## config.mk

```make
export PLATFORM = sky130hd
export DESIGN_NAME = qspi_fetch_arbiter_flat
export DESIGN_NICKNAME = d
export VERILOG_FILES = /design/src/rtl/qspi_fetch_arbiter_if.sv /design/src/rtl/qspi_fetch_arbiter.sv /design/src/flat_wrapper.sv
export SDC_FILE = /design/constraint.sdc
export NUM_CORES = 1
export LEC_CHECK = 0
export CAP_MARGIN = 10
export CORE_MARGIN = 8
export CORE_UTILIZATION = 40
export CTS_CLUSTER_SIZE = 16
export DETAILED_ROUTE_END_ITERATION = 8
export PLACE_DENSITY = 0.77
export SETUP_SLACK_MARGIN = 0.5
export SLEW_MARGIN = 20
export SYNTH_ARGS = -nofsm -noshare
export SYNTH_HDL_FRONTEND = slang
export SYNTH_SLANG_ARGS = --single-unit
```

## constraint.sdc

```tcl
create_clock -name clk -period 3.4 [get_ports clk]
set_clock_uncertainty 0.15 [all_clocks]
set_input_delay 0.85 -clock clk [delete_from_list [all_inputs] [get_ports clk]]
set_output_delay 0.85 -clock clk [all_outputs]
set_load 0.03 [all_outputs]
```

## src/rtl/qspi_fetch_arbiter_if.sv

```systemverilog
// Signal bundle between the two flash requesters, the arbiter and the QSPI read controller.
// The arbiter connects through the slave modport; the requester/controller side uses master.
interface qspi_fetch_arbiter_if #(
  parameter int ADDR_W = 24,
  parameter int DATA_W = 32
);
  logic              a_fetch;
  logic [ADDR_W-1:0] a_addr;
  logic [DATA_W-1:0] a_result;
  logic              a_dropped;

  logic              b_req;
  logic [ADDR_W-1:0] b_addr;
  logic              b_gnt;
  logic              b_valid;
  logic [DATA_W-1:0] b_data;

  logic              q_ready;
  logic              q_start;
  logic [ADDR_W-1:0] q_addr;
  logic              q_done;
  logic [DATA_W-1:0] q_data;

  modport slave (
    input  a_fetch, a_addr, b_req, b_addr, q_ready, q_done, q_data,
    output a_result, a_dropped, b_gnt, b_valid, b_data, q_start, q_addr
  );

  modport master (
    output a_fetch, a_addr, b_req, b_addr, q_ready, q_done, q_data,
    input  a_result, a_dropped, b_gnt, b_valid, b_data, q_start, q_addr
  );
endinterface

```

## src/rtl/qspi_fetch_arbiter.sv

```systemverilog
// Shares one QSPI read port between a fire-and-forget fetcher (A, priority) and a
// req/gnt/valid fetcher (B), with a bounded run of A grants while B is waiting.
//
// state | meaning
// IDLE  | no transaction outstanding; picks a winner when q_ready
// WAIT  | transaction issued; waiting for q_done to route the read word
module qspi_fetch_arbiter #(
  parameter int ADDR_W     = 24,
  parameter int DATA_W     = 32,
  parameter int STARVE_MAX = 3
) (
  input logic                 clk,
  input logic                 rst_n,
  qspi_fetch_arbiter_if.slave bus
);

  typedef enum logic {IDLE, WAIT} state_t;

  localparam logic [3:0] STARVE_LIM = 4'(STARVE_MAX);

  state_t            state, state_nxt;
  logic              a_pend, a_pend_nxt;
  logic [ADDR_W-1:0] a_pend_addr, a_pend_addr_nxt;
  logic [3:0]        starve_cnt, starve_cnt_nxt;
  logic              owner_b, owner_b_nxt;
  logic              q_start, q_start_nxt;
  logic [ADDR_W-1:0] q_addr, q_addr_nxt;
  logic [DATA_W-1:0] a_result, a_result_nxt;
  logic [DATA_W-1:0] b_data, b_data_nxt;
  logic              a_dropped, a_dropped_nxt;
  logic              b_gnt, b_gnt_nxt;
  logic              b_valid, b_valid_nxt;

  logic a_avail;
  logic b_wins;
  logic consume;
  logic bypass;

  always_comb begin
    state_nxt       = state;
    a_pend_nxt      = a_pend;
    a_pend_addr_nxt = a_pend_addr;
    starve_cnt_nxt  = starve_cnt;
    owner_b_nxt     = owner_b;
    q_start_nxt     = 1'b0;
    q_addr_nxt      = q_addr;
    a_result_nxt    = a_result;
    b_data_nxt      = b_data;
    a_dropped_nxt   = 1'b0;
    b_gnt_nxt       = 1'b0;
    b_valid_nxt     = 1'b0;
    consume         = 1'b0;
    bypass          = 1'b0;

    a_avail = a_pend | bus.a_fetch;
    b_wins  = bus.b_req & ((starve_cnt == STARVE_LIM) | ~a_avail);

    case (state)
      IDLE: begin
        if (bus.q_ready && (a_avail || bus.b_req)) begin
          state_nxt   = WAIT;
          q_start_nxt = 1'b1;
          if (b_wins) begin
            owner_b_nxt    = 1'b1;
            q_addr_nxt     = bus.b_addr;
            b_gnt_nxt      = 1'b1;
            starve_cnt_nxt = 4'd0;
          end else begin
            // Oldest A request goes first; a same-cycle fetch only bypasses an empty slot.
            owner_b_nxt = 1'b0;
            q_addr_nxt  = a_pend ? a_pend_addr : bus.a_addr;
            consume     = a_pend;
            bypass      = ~a_pend;
            if (bus.b_req && (starve_cnt != STARVE_LIM))
              starve_cnt_nxt = starve_cnt + 4'd1;
          end
        end
      end
      WAIT: begin
        if (bus.q_done) begin
          state_nxt = IDLE;
          if (owner_b) begin
            b_data_nxt  = bus.q_data;
            b_valid_nxt = 1'b1;
          end else begin
            a_result_nxt = bus.q_data;
          end
        end
      end
      default: state_nxt = IDLE;
    endcase

    if (!bus.b_req)
      starve_cnt_nxt = 4'd0;

    if (consume)
      a_pend_nxt = 1'b0;

    // A fetch not bypassed to issue lands in the slot, overwriting any unconsumed entry.
    if (bus.a_fetch && !bypass) begin
      a_pend_nxt      = 1'b1;
      a_pend_addr_nxt = bus.a_addr;
      a_dropped_nxt   = a_pend & ~consume;
    end
  end

  always_ff @(posedge clk) begin
    if (!rst_n) begin
      state       <= IDLE;
      a_pend      <= 1'b0;
      a_pend_addr <= '0;
      starve_cnt  <= 4'd0;
      owner_b     <= 1'b0;
      q_start     <= 1'b0;
      q_addr      <= '0;
      a_result    <= '0;
      b_data      <= '0;
      a_dropped   <= 1'b0;
      b_gnt       <= 1'b0;
      b_valid     <= 1'b0;
    end else begin
      state       <= state_nxt;
      a_pend      <= a_pend_nxt;
      a_pend_addr <= a_pend_addr_nxt;
      starve_cnt  <= starve_cnt_nxt;
      owner_b     <= owner_b_nxt;
      q_start     <= q_start_nxt;
      q_addr      <= q_addr_nxt;
      a_result    <= a_result_nxt;
      b_data      <= b_data_nxt;
      a_dropped   <= a_dropped_nxt;
      b_gnt       <= b_gnt_nxt;
      b_valid     <= b_valid_nxt;
    end
  end

  assign bus.q_start   = q_start;
  assign bus.q_addr    = q_addr;
  assign bus.a_result  = a_result;
  assign bus.a_dropped = a_dropped;
  assign bus.b_gnt     = b_gnt;
  assign bus.b_valid   = b_valid;
  assign bus.b_data    = b_data;

endmodule

```

## src/flat_wrapper.sv

```systemverilog
// flat-port wrapper written by rule: the top's interface ports become plain ports
module qspi_fetch_arbiter_flat 
#(
  parameter int ADDR_W     = 24,
  parameter int DATA_W     = 32,
  parameter int STARVE_MAX = 3
)
  (clk, rst_n, bus_a_fetch, bus_a_addr, bus_b_req, bus_b_addr, bus_q_ready, bus_q_done, bus_q_data, bus_a_result, bus_a_dropped, bus_b_gnt, bus_b_valid, bus_b_data, bus_q_start, bus_q_addr);
  qspi_fetch_arbiter_if #(.ADDR_W(ADDR_W), .DATA_W(DATA_W)) bus_i ();
  input logic clk;
  input logic rst_n;
  input wire logic [$bits(bus_i.a_fetch)-1:0] bus_a_fetch;
  input wire logic [$bits(bus_i.a_addr)-1:0] bus_a_addr;
  input wire logic [$bits(bus_i.b_req)-1:0] bus_b_req;
  input wire logic [$bits(bus_i.b_addr)-1:0] bus_b_addr;
  input wire logic [$bits(bus_i.q_ready)-1:0] bus_q_ready;
  input wire logic [$bits(bus_i.q_done)-1:0] bus_q_done;
  input wire logic [$bits(bus_i.q_data)-1:0] bus_q_data;
  output wire logic [$bits(bus_i.a_result)-1:0] bus_a_result;
  output wire logic [$bits(bus_i.a_dropped)-1:0] bus_a_dropped;
  output wire logic [$bits(bus_i.b_gnt)-1:0] bus_b_gnt;
  output wire logic [$bits(bus_i.b_valid)-1:0] bus_b_valid;
  output wire logic [$bits(bus_i.b_data)-1:0] bus_b_data;
  output wire logic [$bits(bus_i.q_start)-1:0] bus_q_start;
  output wire logic [$bits(bus_i.q_addr)-1:0] bus_q_addr;
  assign bus_i.a_fetch = bus_a_fetch;
  assign bus_i.a_addr = bus_a_addr;
  assign bus_i.b_req = bus_b_req;
  assign bus_i.b_addr = bus_b_addr;
  assign bus_i.q_ready = bus_q_ready;
  assign bus_i.q_done = bus_q_done;
  assign bus_i.q_data = bus_q_data;
  assign bus_a_result = bus_i.a_result;
  assign bus_a_dropped = bus_i.a_dropped;
  assign bus_b_gnt = bus_i.b_gnt;
  assign bus_b_valid = bus_i.b_valid;
  assign bus_b_data = bus_i.b_data;
  assign bus_q_start = bus_i.q_start;
  assign bus_q_addr = bus_i.q_addr;
  qspi_fetch_arbiter #(.ADDR_W(ADDR_W), .DATA_W(DATA_W), .STARVE_MAX(STARVE_MAX)) u_core (.clk(clk), .rst_n(rst_n), .bus(bus_i));
endmodule
```

==> impl_metrics.toml <==
[run_status]
run_status = "completed"

[final_layout]
area_growth_pct = 48.9
antenna_cells = 0
layout_common_cells = "clkdlybuf4s50_1, nand2_1, dfxtp_1, a21oi_1, mux2i_1"
postLayoutCoreUtil_pct = 60.3
layout-drive-gt1-share_pct = 6.23
finalNetCount = 799
final_common_cell = "clkdlybuf4s50_1"

[global_route]
global_route.usage.total_pct = 18.2
first_global_vias = 4597
grt_use_met3_pct = 9.79
busiest_layer = "met2"
use_met2_pct = 29.0
grt_first_pass_wirelength_microns = 23200
largest_net_degree_at_the_start_of_global_routing = 54
grt_antenna_before_repair = 0
gr-total-overflow = 0
global_route.usage.met1_pct = 20.0

[critical_path]
worstPathCellList = "clkdlybuf4s50_1"
cpMaxStageDelayCell = "clkdlybuf4s50_1"
cp_num_buf_inv = 1
worstPathArrival_ns = 1.47
cpPeakStageDelay_ns = 0.69
cp_top_family = "buffers and inverters"
cp_data_required_time_ns = 2.40
endpoint_kind = "output port"
critical_setup_path_kind = "reg2out"
crit_fanout = 2
startpoint_type = "register"

[sta]
setup_total_negative_slack_ns = 0
max_clock_freq_mhz = 406
postLayoutSetupSlackWorst_ns = 0.935
final.min_clock_period_ns = 2.47
slew_viol_final = 0
max_slew_margin_pct = 42.6
worst_slew_pin_slew_ns = 0.861
setup_viol = 0
rsz_0062_raised_after_global_routing = "no"
finalHoldViolCount = 0
final_min_period_over_clock_period_pct = 72.5

[route]
drc_errors = 0
first_pass_iters = 4
vias = 4424
drt_iter0_drc = 271
vias_per_cell = 5.09
drtAntennaViolNets = 0
detail_route.wirelength_microns = 14200
wire_per_inst_microns = 16.3

[power_and_ir_drop]
power.net_switching_uw = 872
static-leakage-power_nw = 2.67
total_power_mw = 3.64
pwr-share-comb_pct = 13.7
worst_ir_drop_vdd_v = 0.000320
power.sequential.fraction_pct = 42.7
p_per_area_nw_per_um2 = 507
power_report.internal_total_mw = 2.77
p_clk_share_pct = 43.5
power_switching_share_pct = 24.0

[clock_network]
post_cts_gate_resize_count = 0
h-tree-depth = 4
path_clk_slew_ns = 0.05
cts-root-to-sink-buffers = 2
root_buffer = "clkbuf_16"
clk-insertion-delay-late_ns = 0.41
numCtsBuffers = 17
clock-sinks = 123
cts.hold.buffers_added = 0
tritoncts = "done"
cts.repair_timing.setup_buffer_count = 0

[floorplanning]
core.rowCount = 40
placeableCoreArea_sq_um = 11900
dieHeight_microns = 126
die_area_sq_um = 15800
initial_util_pct = 40.5
ios = 178
die_width_microns = 126

[run]
cap_violations = 0

[placement]
hpwl_microns = 10100
portBuffers = 177
preCtsSetupSlack_ns = 0.584
place.gp.congestion = 0.776

[synthesis]
ys_warn_count = 0
synth_seq_cells = 123
combined_area_of_all_synthesized_cells_sq_um = 4820
post_synth.cell_area_avg_sq_um = 8.84
yosys.cell_types.count = 33
synth_fp_nets = 633
synth_sequential_area_ratio_pct = 51.0
netlist_instances = 546

[min_path]
holdCritPathClass = "reg2reg"
-- flip-flops by register name, indices dropped and copies added (netlist names) --
signal	cells
u_core.state	1
u_core.bus.a_dropped	1
u_core.bus.q_start	1
u_core.a_pend	1
u_core.bus.b_data	32
u_core.bus.a_result	32
u_core.starve_cnt	4
u_core.a_pend_addr	24
u_core.bus.q_addr	24
u_core.bus.b_gnt	1
u_core.owner_b	1
u_core.bus.b_valid	1
-- metrics by stage --
step,hold slack (ns),cells,cell area (sq um)
6_report,0.301,869,7180
5_1_grt,0.323,869,7180
4_1_cts,0.306,869,7180
3_5_place_dp,0.299,840,6660
3_3_place_gp,0.291,840,6660
2_1_floorplan,0.313,546,4820
-- Yosys cell counts, drive strengths merged --
cell type | n | area, sq um
nand2 | 157 | 589
dfxtp | 123 | 2460
a21oi | 70 | 354
mux2i | 49 | 490
nor2 | 35 | 136
clkbuf | 27 | 111
or2 | 25 | 156
a32o | 24 | 240
buf | 11 | 91.3
o21ai | 5 | 25.0
nor3 | 4 | 30.0
inv | 2 | 7.50
nand3 | 2 | 10.0
nor2b | 2 | 12.5
and3 | 1 | 6.26
and4bb | 1 | 16.3
dlygate4sd1 | 1 | 8.76
ha | 1 | 12.5
nand2b | 1 | 13.8
nand4b | 1 | 8.76
nor3b | 1 | 7.51
o22ai | 1 | 6.26
o31ai | 1 | 21.3
or3 | 1 | 6.26
-- cells by family (layout without fill, tap and decap cells) --
family / Yosys count / count (layout) / share of synthesized area [%]
buffers and inverters: 41 / 217 / 4.54
multiplexers: 49 / 49 / 10.2
AND/OR/NAND/NOR: 231 / 231 / 20.6
flip-flops: 123 / 123 / 51.0
AO/OA/AOI/OAI: 101 / 101 / 13.4
adder cells (fa/ha/maj): 1 / 1 / 0.259
-- final timing paths --
path | startpoint | end | slack [ns] | cells after the start
max reg2reg | u_core.a_pend | u_core.bus.q_addr[23] | 1.23 | 5
max | u_core.bus.q_addr[4] | bus_q_addr[4] | 0.93 | 1
min reg2reg | u_core.bus.a_result[26] | u_core.bus.a_result[26] | 0.30 | 2
min | u_core.bus.a_result[26] | u_core.bus.a_result[26] | 0.30 | 2
-- area by class of cell --
class	count	area (sq um)
Fill cell	1036	4730
Sequential cell	123	2460
Multi-Input combinational cell	382	2150
Timing Repair Buffer	186	1850
Clock buffer	27	513
Tap cell	147	184
Clock inverter	2	10.0
Inverter	2	7.51
-- metal layers --
| layer | wire [microns] | share of wire (%) |
|---|---|---|
| met5 | 0 | 0 |
| met4 | 224 | 1.6 |
| met3 | 1720 | 12 |
| met2 | 6310 | 44 |
| met1 | 5930 | 42 |
-- power by group through the flow --
stage	combinational (mW)	sequential, mW	clock [mW]
6_report	0.500	1.55	1.58
5_1_grt	0.537	1.56	1.68
4_1_cts	0.503	1.55	1.62
3_5_place_dp	0.499	1.58	0
3_3_place_gp	0.489	1.58	0
2_1_floorplan	0.208	1.64	0
Power figures use the tool's default switching activity.
